$ cat src/rtl/button_event_ctrl.sv
// Button event controller: per-button press/hold/repeat tracking, pending-event
// arbitration and a small event FIFO toward a single consumer.
module button_event_ctrl #(
  parameter int N_BTN         = 4,
  parameter int REPEAT_DELAY  = 12000000,
  parameter int REPEAT_PERIOD = 3000000,
  parameter int FIFO_DEPTH    = 4
) (
  input  logic             clk,
  input  logic             rst,
  input  logic [N_BTN-1:0] btn_level,
  input  logic [N_BTN-1:0] btn_press,
  input  logic [N_BTN-1:0] btn_release,
  input  logic [N_BTN-1:0] repeat_en,
  output logic             evt_valid,
  input  logic             evt_ready,
  output logic [1:0]       evt_btn,
  output logic [1:0]       evt_type,
  output logic             overflow,
  input  logic             clr_overflow
);

  typedef enum logic [1:0] {IDLE, HELD, REPEAT} state_t;

  localparam logic [1:0]  EVT_PRESS   = 2'b00;
  localparam logic [1:0]  EVT_RELEASE = 2'b01;
  localparam logic [1:0]  EVT_REPEAT  = 2'b10;
  localparam logic [23:0] DELAY_M1    = 24'(REPEAT_DELAY - 1);
  localparam logic [23:0] PERIOD_M1   = 24'(REPEAT_PERIOD - 1);
  localparam int          AW          = $clog2(FIFO_DEPTH);
  localparam logic [AW:0] FULL_CNT    = (AW + 1)'(FIFO_DEPTH);

  state_t      state_q [N_BTN];
  state_t      state_d [N_BTN];
  logic [23:0] cnt_q   [N_BTN];
  logic [23:0] cnt_d   [N_BTN];

  logic [N_BTN-1:0] new_press, new_release, new_repeat;
  logic [N_BTN-1:0] pend_press, pend_release, pend_repeat;
  logic [N_BTN-1:0] push_press, push_release, push_repeat;
  logic [N_BTN-1:0] drop_mask;

  logic [1:0] rr_ptr;
  logic [1:0] scan_idx;
  logic       sel_valid;
  logic [1:0] sel_btn;
  logic [1:0] sel_type;
  logic       do_push;
  logic       do_pop;

  logic [3:0]    fifo_mem [FIFO_DEPTH];
  logic [AW-1:0] wr_ptr, rd_ptr;
  logic [AW:0]   fifo_cnt;
  logic          fifo_full;
  logic [3:0]    head;

  always_ff @(posedge clk) begin
    if (rst) begin
      for (int b = 0; b < N_BTN; b++) begin
        state_q[b] <= IDLE;
        cnt_q[b]   <= '0;
      end
    end else begin
      for (int b = 0; b < N_BTN; b++) begin
        state_q[b] <= state_d[b];
        cnt_q[b]   <= cnt_d[b];
      end
    end
  end

  // A same-cycle press+release is treated as release-then-press: both events, ends HELD.
  always_comb begin
    new_press   = '0;
    new_release = '0;
    new_repeat  = '0;
    for (int b = 0; b < N_BTN; b++) begin
      state_d[b] = state_q[b];
      cnt_d[b]   = cnt_q[b];
      if (btn_press[b] && btn_release[b]) begin
        new_release[b] = 1'b1;
        new_press[b]   = 1'b1;
        state_d[b]     = HELD;
        cnt_d[b]       = '0;
      end else begin
        case (state_q[b])
          IDLE: begin
            if (btn_press[b]) begin
              new_press[b] = 1'b1;
              state_d[b]   = HELD;
              cnt_d[b]     = '0;
            end
          end
          HELD, REPEAT: begin
            if (btn_release[b]) begin
              new_release[b] = 1'b1;
              state_d[b]     = IDLE;
              cnt_d[b]       = '0;
            end else if (!repeat_en[b]) begin
              cnt_d[b] = '0;
            end else if (btn_level[b]) begin
              if (cnt_q[b] == ((state_q[b] == HELD) ? DELAY_M1 : PERIOD_M1)) begin
                new_repeat[b] = 1'b1;
                state_d[b]    = REPEAT;
                cnt_d[b]      = '0;
              end else begin
                cnt_d[b] = cnt_q[b] + 24'd1;
              end
            end
          end
          default: begin
            state_d[b] = IDLE;
            cnt_d[b]   = '0;
          end
        endcase
      end
    end
  end

  // Round-robin scan starts at rr_ptr, which always points one past the last served button.
  always_comb begin
    sel_valid = 1'b0;
    sel_btn   = '0;
    sel_type  = EVT_PRESS;
    scan_idx  = '0;
    for (int i = 0; i < N_BTN; i++) begin
      scan_idx = rr_ptr + 2'(i);
      if (!sel_valid && (pend_release[scan_idx] || pend_press[scan_idx] || pend_repeat[scan_idx])) begin
        sel_valid = 1'b1;
        sel_btn   = scan_idx;
        if (pend_release[scan_idx])    sel_type = EVT_RELEASE;
        else if (pend_press[scan_idx]) sel_type = EVT_PRESS;
        else                           sel_type = EVT_REPEAT;
      end
    end
  end

  assign do_pop  = evt_valid && evt_ready;
  assign do_push = sel_valid && (!fifo_full || do_pop);

  always_comb begin
    push_press   = '0;
    push_release = '0;
    push_repeat  = '0;
    if (do_push) begin
      case (sel_type)
        EVT_RELEASE: push_release[sel_btn] = 1'b1;
        EVT_PRESS:   push_press[sel_btn]   = 1'b1;
        default:     push_repeat[sel_btn]  = 1'b1;
      endcase
    end
  end

  assign drop_mask = (new_press   & pend_press   & ~push_press)
                   | (new_release & pend_release & ~push_release)
                   | (new_repeat  & pend_repeat  & ~push_repeat);

  always_ff @(posedge clk) begin
    if (rst) begin
      pend_press   <= '0;
      pend_release <= '0;
      pend_repeat  <= '0;
      rr_ptr       <= '0;
      overflow     <= 1'b0;
    end else begin
      pend_press   <= (pend_press   & ~push_press)   | new_press;
      pend_release <= (pend_release & ~push_release) | new_release;
      pend_repeat  <= (pend_repeat  & ~push_repeat)  | new_repeat;
      if (do_push) rr_ptr <= sel_btn + 2'd1;
      if (|drop_mask)        overflow <= 1'b1;
      else if (clr_overflow) overflow <= 1'b0;
    end
  end

  // Storage is left unreset; outputs are masked with evt_valid instead.
  always_ff @(posedge clk) begin
    if (do_push) fifo_mem[wr_ptr] <= {sel_btn, sel_type};
  end

  always_ff @(posedge clk) begin
    if (rst) begin
      wr_ptr   <= '0;
      rd_ptr   <= '0;
      fifo_cnt <= '0;
    end else begin
      if (do_push) wr_ptr <= wr_ptr + AW'(1);
      if (do_pop)  rd_ptr <= rd_ptr + AW'(1);
      case ({do_push, do_pop})
        2'b10:   fifo_cnt <= fifo_cnt + (AW + 1)'(1);
        2'b01:   fifo_cnt <= fifo_cnt - (AW + 1)'(1);
        default: fifo_cnt <= fifo_cnt;
      endcase
    end
  end

  assign fifo_full = (fifo_cnt == FULL_CNT);
  assign evt_valid = (fifo_cnt != '0);
  assign head      = fifo_mem[rd_ptr];
  assign evt_btn   = evt_valid ? head[3:2] : 2'b00;
  assign evt_type  = evt_valid ? head[1:0] : 2'b00;

endmodule
$ cat config.mk
export PLATFORM = sky130hd
export DESIGN_NAME = button_event_ctrl
export DESIGN_NICKNAME = d
export VERILOG_FILES = /design/src/rtl/button_event_ctrl.sv
export SDC_FILE = /design/constraint.sdc
export NUM_CORES = 1
export LEC_CHECK = 0
export ABC_AREA = 1
export CELL_PAD_IN_SITES_DETAIL_PLACEMENT = 0
export CELL_PAD_IN_SITES_GLOBAL_PLACEMENT = 2
export CORE_UTILIZATION = 33
export DETAILED_ROUTE_END_ITERATION = 12
export DONT_BUFFER_PORTS = 1
export PLACE_DENSITY_LB_ADDON = 0.1
export SLEW_MARGIN = 10
export SYNTH_ARGS = -nofsm -noshare
export SYNTH_HDL_FRONTEND = slang
export SYNTH_SLANG_ARGS = --single-unit
$ cat constraint.sdc
create_clock -name clk -period 2.6 [get_ports clk]
set_clock_uncertainty 0.15 [all_clocks]
set_input_delay 0.26 -clock clk [delete_from_list [all_inputs] [get_ports clk]]
set_output_delay 0.26 -clock clk [all_outputs]
set_load 0.05 [all_outputs]
# --- Yosys cells after proc, flatten, opt, wreduce, memory -nomap -nowiden ---
# Memories as Yosys holds them, arrays and structs flattened. A register that Yosys moved wholly into a read port is not among the register bits.
# Index checks and enable logic that the tools add are counted.
word_totals:
  mem_count: 3
  mem_bits_rw: 120
  reg_bits: 22
mem_list:
  columns: ["memory", "words", "word_bits", "rd", "rd_clocked_by_memory_dff", "write_ports", "line_no", "rtl"]
  rows:
  - ["cnt_q", 4, 24, 4, 0, 4, "35", "logic [23:0] cnt_q [N_BTN];"]
  - ["fifo_mem", 4, 4, 1, 1, 1, "51", "logic [3:0] fifo_mem [FIFO_DEPTH];"]
  - ["state_q", 4, 2, 4, 0, 4, "33", "state_t state_q [N_BTN];"]
op_classes:
  eq_ne: 16
  muxes: 180
  magnitude_cmp: 6
  addsub: 12
  n_reduce_logical: 37
  bitwise_logic: 25
ops:
  columns: ["op", "n"]
  rows:
  - ["24-bit 2-to-1 mux", 32]
  - ["24-bit one-hot mux with 2 select lines", 4]
  - ["24-bit by 1-bit adder with 24-bit output (second input constant)", 4]
  - ["24-bit equality test", 4]
  - ["2-bit 2-to-1 mux", 48]
  - ["1-bit 2-to-1 mux", 72]
  - ["4-bit AND", 9]
  - ["1-bit binary-select mux with 2-bit select", 12]
  - ["4-bit 2-to-1 mux", 6]
  - ["4-bit bitwise OR", 5]
  - ["2-bit one-hot mux with 2 select lines", 4]
  - ["2-bit by 3-bit < comparator with 1-bit output (second input constant)", 5]
  - ["2-bit by 1-bit equality test with 1-bit output (second input constant)", 6]
  - ["4-bit NOT", 3]
  - ["2-bit equality test (second input constant)", 5]
  - ["1-bit logical AND", 10]
  - ["2-bit zero test", 5]
  - ["2-bit OR reduction", 5]
  - ["1-bit logical OR", 9]
  - ["2-bit by 1-bit adder with 2-bit output (second input constant)", 4]
  - ["1-bit bitwise OR", 8]
  - ["3-bit one-hot mux with 2 select lines", 1]
  - ["2-bit adder (second input constant)", 2]
  - ["1-bit zero test", 4]
  - ["8 further kinds", 9]

# --- Longest topological paths before layout ---
# Gate-level depths: netlist of the first run.
logic_depth:
  word_depth: 26
  ltp_mapped: 24

# --- Least setup slack after synthesis of the first run ---
# Ideal clock, no wire load.
synth_path:
  path_kind: "register to register"
  startpoint: "reg rr_ptr[0]"
  endpoint: "reg overflow"
  t_arrival_ps: 2400
  required_time_ps: 2322
  synth_period_minus_slack_ps: 2678
  path_stages_with_launch: 22
  path_buffers: 2
  slack_ps: -78
  setup_ps: 128
  path_cell_list: "dfxtp_1 buf_6 buf_6 nand2_2 nand2_1 o21a_1 nor2_4 nor3_1 a21oi_1 inv_1 or2_2 inv_1 ha_1 inv_1 nor2_1 nand3_1 nand2_1 inv_1 nor2_1 nand2_1 nor2_1 nor2_1"
synth_via:
  elab_chain_len: 26
synth_rtl:
  columns: ["element", "line_no", "rtl"]
  rows:
  - ["start: declaration", "43", "logic [1:0] rr_ptr;"]
  - ["start signal: assignment", "168", "if (do_push) rr_ptr <= sel_btn + 2'd1;"]
  - ["branches (longest 13 deep; another with 2-bit by 1-bit adder with 2-bit output)", null, null]
  - ["2-bit 2-to-1 mux *", "127", "if (!sel_valid && (pend_release[scan_idx] || pend_press[scan_idx] || pend_repeat[scan_idx])) begin"]
  - ["net sel_btn[1]", "46", "logic [1:0] sel_btn;"]
  - ["2-bit by 3-bit < comparator with 1-bit output (not written as such) / 2-bit by 1-bit >= comparator with 1-bit output (equally long branches)", "146, 147, 148", null]
  - ["1-bit logical AND (not written as such)", "146, 147, 148", null]
  - ["1-bit 2-to-1 mux (not written as such)", "146, 147, 148", null]
  - ["1-bit demux with 2-bit select *", "146, 147, 148", null]
  - ["4-bit 2-to-1 mux", "145", "case (sel_type)"]
  - ["4-bit 2-to-1 mux", "144", "if (do_push) begin"]
  - ["4-bit NOT, on equally long branches", "153, 154", null]
  - ["4-bit AND, on equally long branches", "153, 154", null]
  - ["4-bit bitwise OR", "154", "| (new_release & pend_release & ~push_release)"]
  - ["4-bit bitwise OR *", "155", "| (new_repeat & pend_repeat & ~push_repeat);"]
  - ["4-bit OR reduction *", "169", "if (|drop_mask) overflow <= 1'b1;"]
  - ["1-bit 2-to-1 mux / 2-bit nonzero test (equally long branches)", null, null]
  - ["end signal: assignment", "163", "overflow <= 1'b0;"]
  - ["end signal: assignment", "169", null]
  - ["end signal: assignment", "170", "else if (clr_overflow) overflow <= 1'b0;"]
  - ["end: declaration", "19", "output logic overflow,"]
# Mark *: on every way through the listed nets, which the timed path passes. The select of a mux whose other input is x is not followed.
# A chain may end at the register's enable or synchronous reset.

# --- Worst setup path in the final report of the first run ---
# Ends and elaborated chain as after synthesis.

==> results.toml, run 1 <==
[clock_tree]
clkTransAtPathRegs_ns = 0.06
clockBufferDepth = 2
clkLatencyLatePin_ns = 0.43
cts.root.buffer_cell = "sky130_fd_sc_hd__clkbuf_16"
cts_htree_levels = 4
cts-buffers-inserted = 17
cts_hold_buf = 13
tritoncts = "built"
clock_sink_count = 144

[layout]
synthesis_to_finish_area_growth_pct = 28.6
nets = 1386
area_of_the_multi_input_gates_um2 = 4860
filler_cell_count = 2600
register_area_um2 = 3060
drive_above_1_share_pct = 21.2
n_antenna_cell = 0
final_cell_mix = "sky130_fd_sc_hd__nand2_1 (253), sky130_fd_sc_hd__inv_1 (162), sky130_fd_sc_hd__nor2_1 (151)"
utilization_pct = 43.4
layout_commonest_cell = "sky130_fd_sc_hd__nand2_1"

[worst_setup_path]
critical_path.max_fanout = 7
crit_arrival_ns = 2.93
setup.worst_path.end_class = "flip-flop"
cp_slowest_stage_delay_ns = 0.36
cpMaxStageDelayCell = "sky130_fd_sc_hd__dfxtp_4"
crit_path_class = "reg -> reg"
worst_ep_required_time_ns = 2.76
worstPathCellList = "inv_4 -> buf_8 -> nand2_4 -> nand2_4 -> nand2_2 -> nand2_2 -> nand3_4 -> nand2_4 -> o22ai_2 -> a21oi_1 -> inv_1 -> or2_4 -> inv_4 -> ha_4 -> inv_2 -> nor2_4 -> nand3_2 -> nand2_1 -> inv_1 -> nor2_1 -> nand2_1 -> nor2_1 -> nor2_1"
timing.critical_path.from_type = "flip-flop"
ff2ff_path_depth = 23

[route]
detail_route.wirelength_mm = 22.8
avgViaCountPerCell = 4.74
antenna_violating_nets_post_route = 0
drtPass1Iterations = 5
via_count = 7959
drt-initial-drc-count = 372
wl_per_cell_um = 13.6
drc = 0

[synthesis]
netlist.area_leader.share_pct = 31.0
synth.distinct_cells = 50
postSynth.asyncResetShare_pct = 0
synth_seq_area_share_pct = 36.8
yosys-top-cells-area = "sky130_fd_sc_hd__dfxtp_1 (31%), sky130_fd_sc_hd__nand2_1 (13%), sky130_fd_sc_hd__inv_1 (7.7%)"
yosys_register_bits = 144
synthesis.nets = 1260
synth_top_cell_by_area = "sky130_fd_sc_hd__dfxtp_1"
synthesis.area_per_instance_um2 = 6.79
postSynthCellCount = 1216
synth.yosys.warnings = 0
number_of_enable_flip_flop_cells_after_synthesis = 16
synth_top_flop_cell = "sky130_fd_sc_hd__dfxtp_1"
synthesis.area_um2 = 8260

[timing]
period_needed_ns = 2.77
timing.final.max_slew_violations = 0
tightest_slew_ns = 0.582
setup_violations = 5
final_critical_path_setup_slack_ns = -0.169
max_freq_ghz = 0.361
timing.hold.ws_ns = -0.243
finalHoldViolations = 14
max_slew_margin_vs_limit_pct = 60.8
post-route-period-util_pct = 107
setup_repair_after_global_routing_missed_its_margin = "true"

[floorplanning]
design.portCount = 26
start_util_pct = 33.8
placement_rows = 57
core_box_area_um2 = 24500
die_footprint_um2 = 25700
die_height_um = 160
chipWidth_um = 160

[status]
run_status = "finished with violations"
violations = "negative hold slack, negative setup slack"

[power_and_ir_drop]
power.density_cell_area_nw_per_um2 = 937
vdd.ir_drop.worst_v = 0.000634
finalPower_mw = 9.95
total_leakage_power_nw = 4.26

[hold_path]
min_delay_path_depth = 1
hold_path.class = "in -> reg"

[global_route]
vias_in_the_first_global_route = 7569
grt_start_max_net_pins = 22
globalRouteOverflowTotal = 0
global_route_wire_length_before_repair_mm = 37.5
track_usage_pct = 18.1
grt_antenna_before_repair = 0

[placed_design]
post-dp-hpwl_mm = 17.2
finalWeightedCongestion = 0.840
numPortBuffers = 0

[flow_run]
cap_viol_max_count = 0
-- flip-flops by register name, summed over array words and instances, names as in the netlist, named ones only --
register / cells
fifo_mem: 16
wr_ptr: 2
pend_repeat: 4
overflow: 1
rd_ptr: 2
fifo_cnt: 3
cnt_q: 96
pend_release: 4
state_q: 8
pend_press: 4
rr_ptr: 2
-- Yosys cell counts (all sizes together), types with 17 or more instances --
cell	instances
nor3	55
nor2	174
nand2	297
nand3	73
o21ai	63
ha	23
nand4	23
nor4	17
inv	180
xor2	20
a21oi	69
dfxtp	128
-- timing repair --
action / in CTS / in global routing
gates resized for setup: 17 / 124
setup buffers: 6 / 9
cloned: 1 / 0
pin swaps: 9 / 52
endpoints found under the hold margin: 29 / 14
setup endpoints to repair: 15 / 36
-- routing by layer --
| layer | vias to the layer above | wire, um | GRT usage, % |
|---|---|---|---|
| li1 | 4206 | - | - |
| met1 | 3634 | 11500 | 24.4 |
| met2 | 103 | 10500 | 29.8 |
| met3 | 16 | 597 | 3.14 |
| met4 | 0 | 239 | 4.55 |
| met5 | - | 0 | 0 |
-- through the flow --
| stage | cells | TNS (ns) | area, um^2 | hold WS, ns | worst slack (ns) |
|---|---|---|---|---|---|
| final | 1678 | -0.497 | 10600 | -0.243 | -0.169 |
| after global routing | 1678 | -1.90 | 10600 | -0.267 | -0.357 |
| after CTS | 1672 | -0.277 | 10100 | -0.267 | -0.141 |
| after detailed placement | 1621 | -1.70 | 9330 | 0.190 | -0.293 |
| after global placement | 1621 | -1.25 | 9330 | 0.189 | -0.284 |
| after floorplan | 1216 | 0 | 8270 | 0.284 | 0.00395 |
-- worst max-delay path: cells and delay by family, from the launching register on --
family | cells | cell delay [ns]
buffers and inverters | 6 | 0.41
adders and majority gates | 1 | 0.12
DFF | 1 | 0.36
and+or+nand+nor | 14 | 1.45
AOI/OAI and AO/OA | 2 | 0.17
-- logic make-up (layout without fill, tap and decap cells) --
group / Yosys count / count (layout) / share of synthesized area, %
flops: 144 / 144 / 36.8
compound gates: 169 / 169 / 11.8
simple gates: 658 / 658 / 35.6
fa+ha+maj: 24 / 24 / 3.73
buf+inv: 196 / 334 / 9.44
xor+xnor: 25 / 25 / 2.65
-- power breakdown --
group          leakage (nW)  switching, mW  internal, mW
clock network         0.291          0.979          1.49
logic                  2.77           2.73          1.95
registers              1.19          0.210          2.59
total                  4.26           3.92          6.03
-- worst paths after layout --
path / slack, ns / startpoint / to
worst max register to register: -0.17 / rr_ptr[0] / overflow
worst max-delay path: -0.17 / rr_ptr[0] / overflow
worst min register to register: 0.32 / rd_ptr[0] / flip-flop
worst min-delay path: -0.24 / rst / pend_release[1]
-- final cells by class --
cell class | count | area share, %
clock buffer | 21 | 4.45
multi-input combinational | 876 | 45.8
inverter | 181 | 6.54
sequential | 144 | 28.8
timing repair buffer | 122 | 9.59
clock inverter | 10 | 1.04
tap | 324 | 3.82
Power figures use the tool's default switching activity.
==> run 2: changes to the inputs <==
--- a/config.mk
+++ b/config.mk
@@ -8,6 +8,7 @@
 export ABC_AREA = 1
 export CELL_PAD_IN_SITES_DETAIL_PLACEMENT = 0
 export CELL_PAD_IN_SITES_GLOBAL_PLACEMENT = 2
+export CORE_MARGIN = 1.5
 export CORE_UTILIZATION = 33
 export DETAILED_ROUTE_END_ITERATION = 12
 export DONT_BUFFER_PORTS = 1
==> results.toml, run 2 (synthesis results as in run 1) <==
[status]
run_status = "finished with violations"
violations = "negative hold slack, negative setup slack"

[power_and_ir_drop]
total_leakage_power_nw = 4.34
power.density_cell_area_nw_per_um2 = 972
vdd.ir_drop.worst_v = 0.000609
finalPower_mw = 10.5

[global_route]
vias_in_the_first_global_route = 7900
grt_antenna_before_repair = 0
grt_start_max_net_pins = 22
globalRouteOverflowTotal = 0
global_route_wire_length_before_repair_mm = 39.0
track_usage_pct = 18.5

[layout]
synthesis_to_finish_area_growth_pct = 30.9
registers.top_by_ff_count = "cnt_q"
largest_reg_flops = 96
layout_commonest_cell = "sky130_fd_sc_hd__nand2_1"
nets = 1399
n_antenna_cell = 0
utilization_pct = 44.2
final_cell_mix = "sky130_fd_sc_hd__nand2_1 (236), sky130_fd_sc_hd__inv_1 (161), sky130_fd_sc_hd__nor2_1 (153)"
drive_above_1_share_pct = 22.8
reg.largest.list = "cnt_q x96, fifo_mem x16, state_q x8"

[worst_setup_path]
crit_arrival_ns = 2.93
ff2ff_path_depth = 23
rrSetupSlack_ns = -0.17
timing.critical_path.from_type = "flip-flop"
critical_path.n_buffers_inverters = 6
crit-reg2reg-capture = "overflow"
r2r_start = "rr_ptr[0]"
path_delay_family = "simple AND/OR/NAND/NOR gates"
worstPathCellList = "inv_4 -> buf_8 -> nand2_4 -> nand2_8 -> nand2_2 -> nand2_2 -> nand3_4 -> nand2_2 -> o22ai_2 -> a21oi_1 -> inv_1 -> or2_4 -> inv_4 -> ha_4 -> inv_2 -> nor2_4 -> nand3_2 -> nand2_1 -> inv_1 -> nor2_2 -> nand2_1 -> nor2_1 -> nor2_1"
cpMaxStageDelayCell = "sky130_fd_sc_hd__dfxtp_4"
crit_path_class = "reg -> reg"
setup.worst_path.end_class = "flip-flop"
cp_common_cell = "sky130_fd_sc_hd__nand2_2"
cp_slowest_stage_delay_ns = 0.37
worst_ep_required_time_ns = 2.76
critical_path.max_fanout = 7

[floorplanning]
design.portCount = 26
chipWidth_um = 161
placement_rows = 57
die_height_um = 161
start_util_pct = 33.8
core_box_area_um2 = 24500
die_footprint_um2 = 26000

[timing]
max_freq_ghz = 0.361
timing.hold.ws_ns = -0.237
final_critical_path_setup_slack_ns = -0.168
max_slew_margin_vs_limit_pct = 61.7
setup_violations = 5
setup_repair_after_global_routing_missed_its_margin = "true"
timing.final.max_slew_violations = 0
finalHoldViolations = 16
period_needed_ns = 2.77
tightest_slew_ns = 0.574
post-route-period-util_pct = 106

[hold_path]
min_delay_path_depth = 1
min_to = "state_q[1][0]"
hp-start = "rst"
hold_path.class = "in -> reg"

[clock_tree]
tritoncts = "built"
cts_hold_buf = 10
clkLatencyLatePin_ns = 0.42
clock_sink_count = 144
cts.root.buffer_cell = "sky130_fd_sc_hd__clkbuf_16"
clockBufferDepth = 2
cts_htree_levels = 4
clkTransAtPathRegs_ns = 0.06
cts-buffers-inserted = 17

[flow_run]
cap_viol_max_count = 0

[placed_design]
numPortBuffers = 0
finalWeightedCongestion = 0.814
dpl_worst_slack_ns = -0.256
post-dp-hpwl_mm = 17.2

[route]
wl_met1_mm = 11.6
detail_route.wirelength_mm = 23.0
drt-initial-drc-count = 388
top_signal_layer_used = "met4"
wl_per_cell_um = 13.6
antenna_violating_nets_post_route = 0
avgViaCountPerCell = 4.65
via_count = 7876
met2_length_mm = 10.5
route.met3.wl_um = 607
drc = 0
drtPass1Iterations = 5
run 2: cell count changes in the layout (fill, tap and decap cells not counted), sizes merged:
cell         previous run  this run
clkinvlp                1         2
buf                   109       125
dlygate4sd3            13        10
clkbuf                 21        20
bufinv                  2         3
inv                   180       184
clkinv                  8         4
run 2: metal layers:
metal  vias up  global-route usage [%]
li1       4237                       -
met1      3538                    24.8
met2        85                    30.8
met3        16                    3.26
met4         0                    4.76
met5         -                       0
run 2: worst max path at each step:
| stage | start | to | depth (start not counted) |
|---|---|---|---|
| floorplan | rr_ptr[0] | overflow | 24 |
| global placement | rr_ptr[0] | overflow | 22 |
| detailed placement | rr_ptr[0] | overflow | 23 |
| CTS | rr_ptr[0] | overflow | 23 |
| global route | rr_ptr[0] | overflow | 23 |
| finish | rr_ptr[0] | overflow | 23 |
run 2: timing repair:
action | CTS | global route
gates cloned | 2 | 0
setup buffers | 26 | 10
pin swaps | 54 | 51
resized for setup | 65 | 99
endpoints found under the setup margin | 13 | 37
hold endpoints to repair | 28 | 16
run 2: cell type report:
| cell class | count | area (um^2) |
|---|---|---|
| well taps | 324 | 405 |
| multi-input cells | 876 | 4900 |
| flip-flops and latches | 144 | 3050 |
| inverters | 181 | 702 |
| repair buffers | 135 | 1150 |
| clock inverters | 12 | 156 |
| fillers | 2548 | 13700 |
| clock buffers | 20 | 447 |
run 2: metrics by stage:
stage               setup TNS [ns]  cell area, um^2  instances  hold WS [ns]
finish                      -0.423            10800       1692        -0.237
global placement             -1.10             9300       1617         0.189
floorplan                        0             8270       1216         0.284
CTS                         -0.389            10400       1686        -0.261
global route                 -2.04            10800       1692        -0.265
detailed placement           -1.24             9300       1617         0.190
run 2: report_power, final:
part           switching [mW]  total, mW  internal [mW]
clock network            1.01       2.55           1.54
registers               0.216       2.80           2.58
logic                    2.89       5.15           2.27
total                    4.11       10.5           6.40
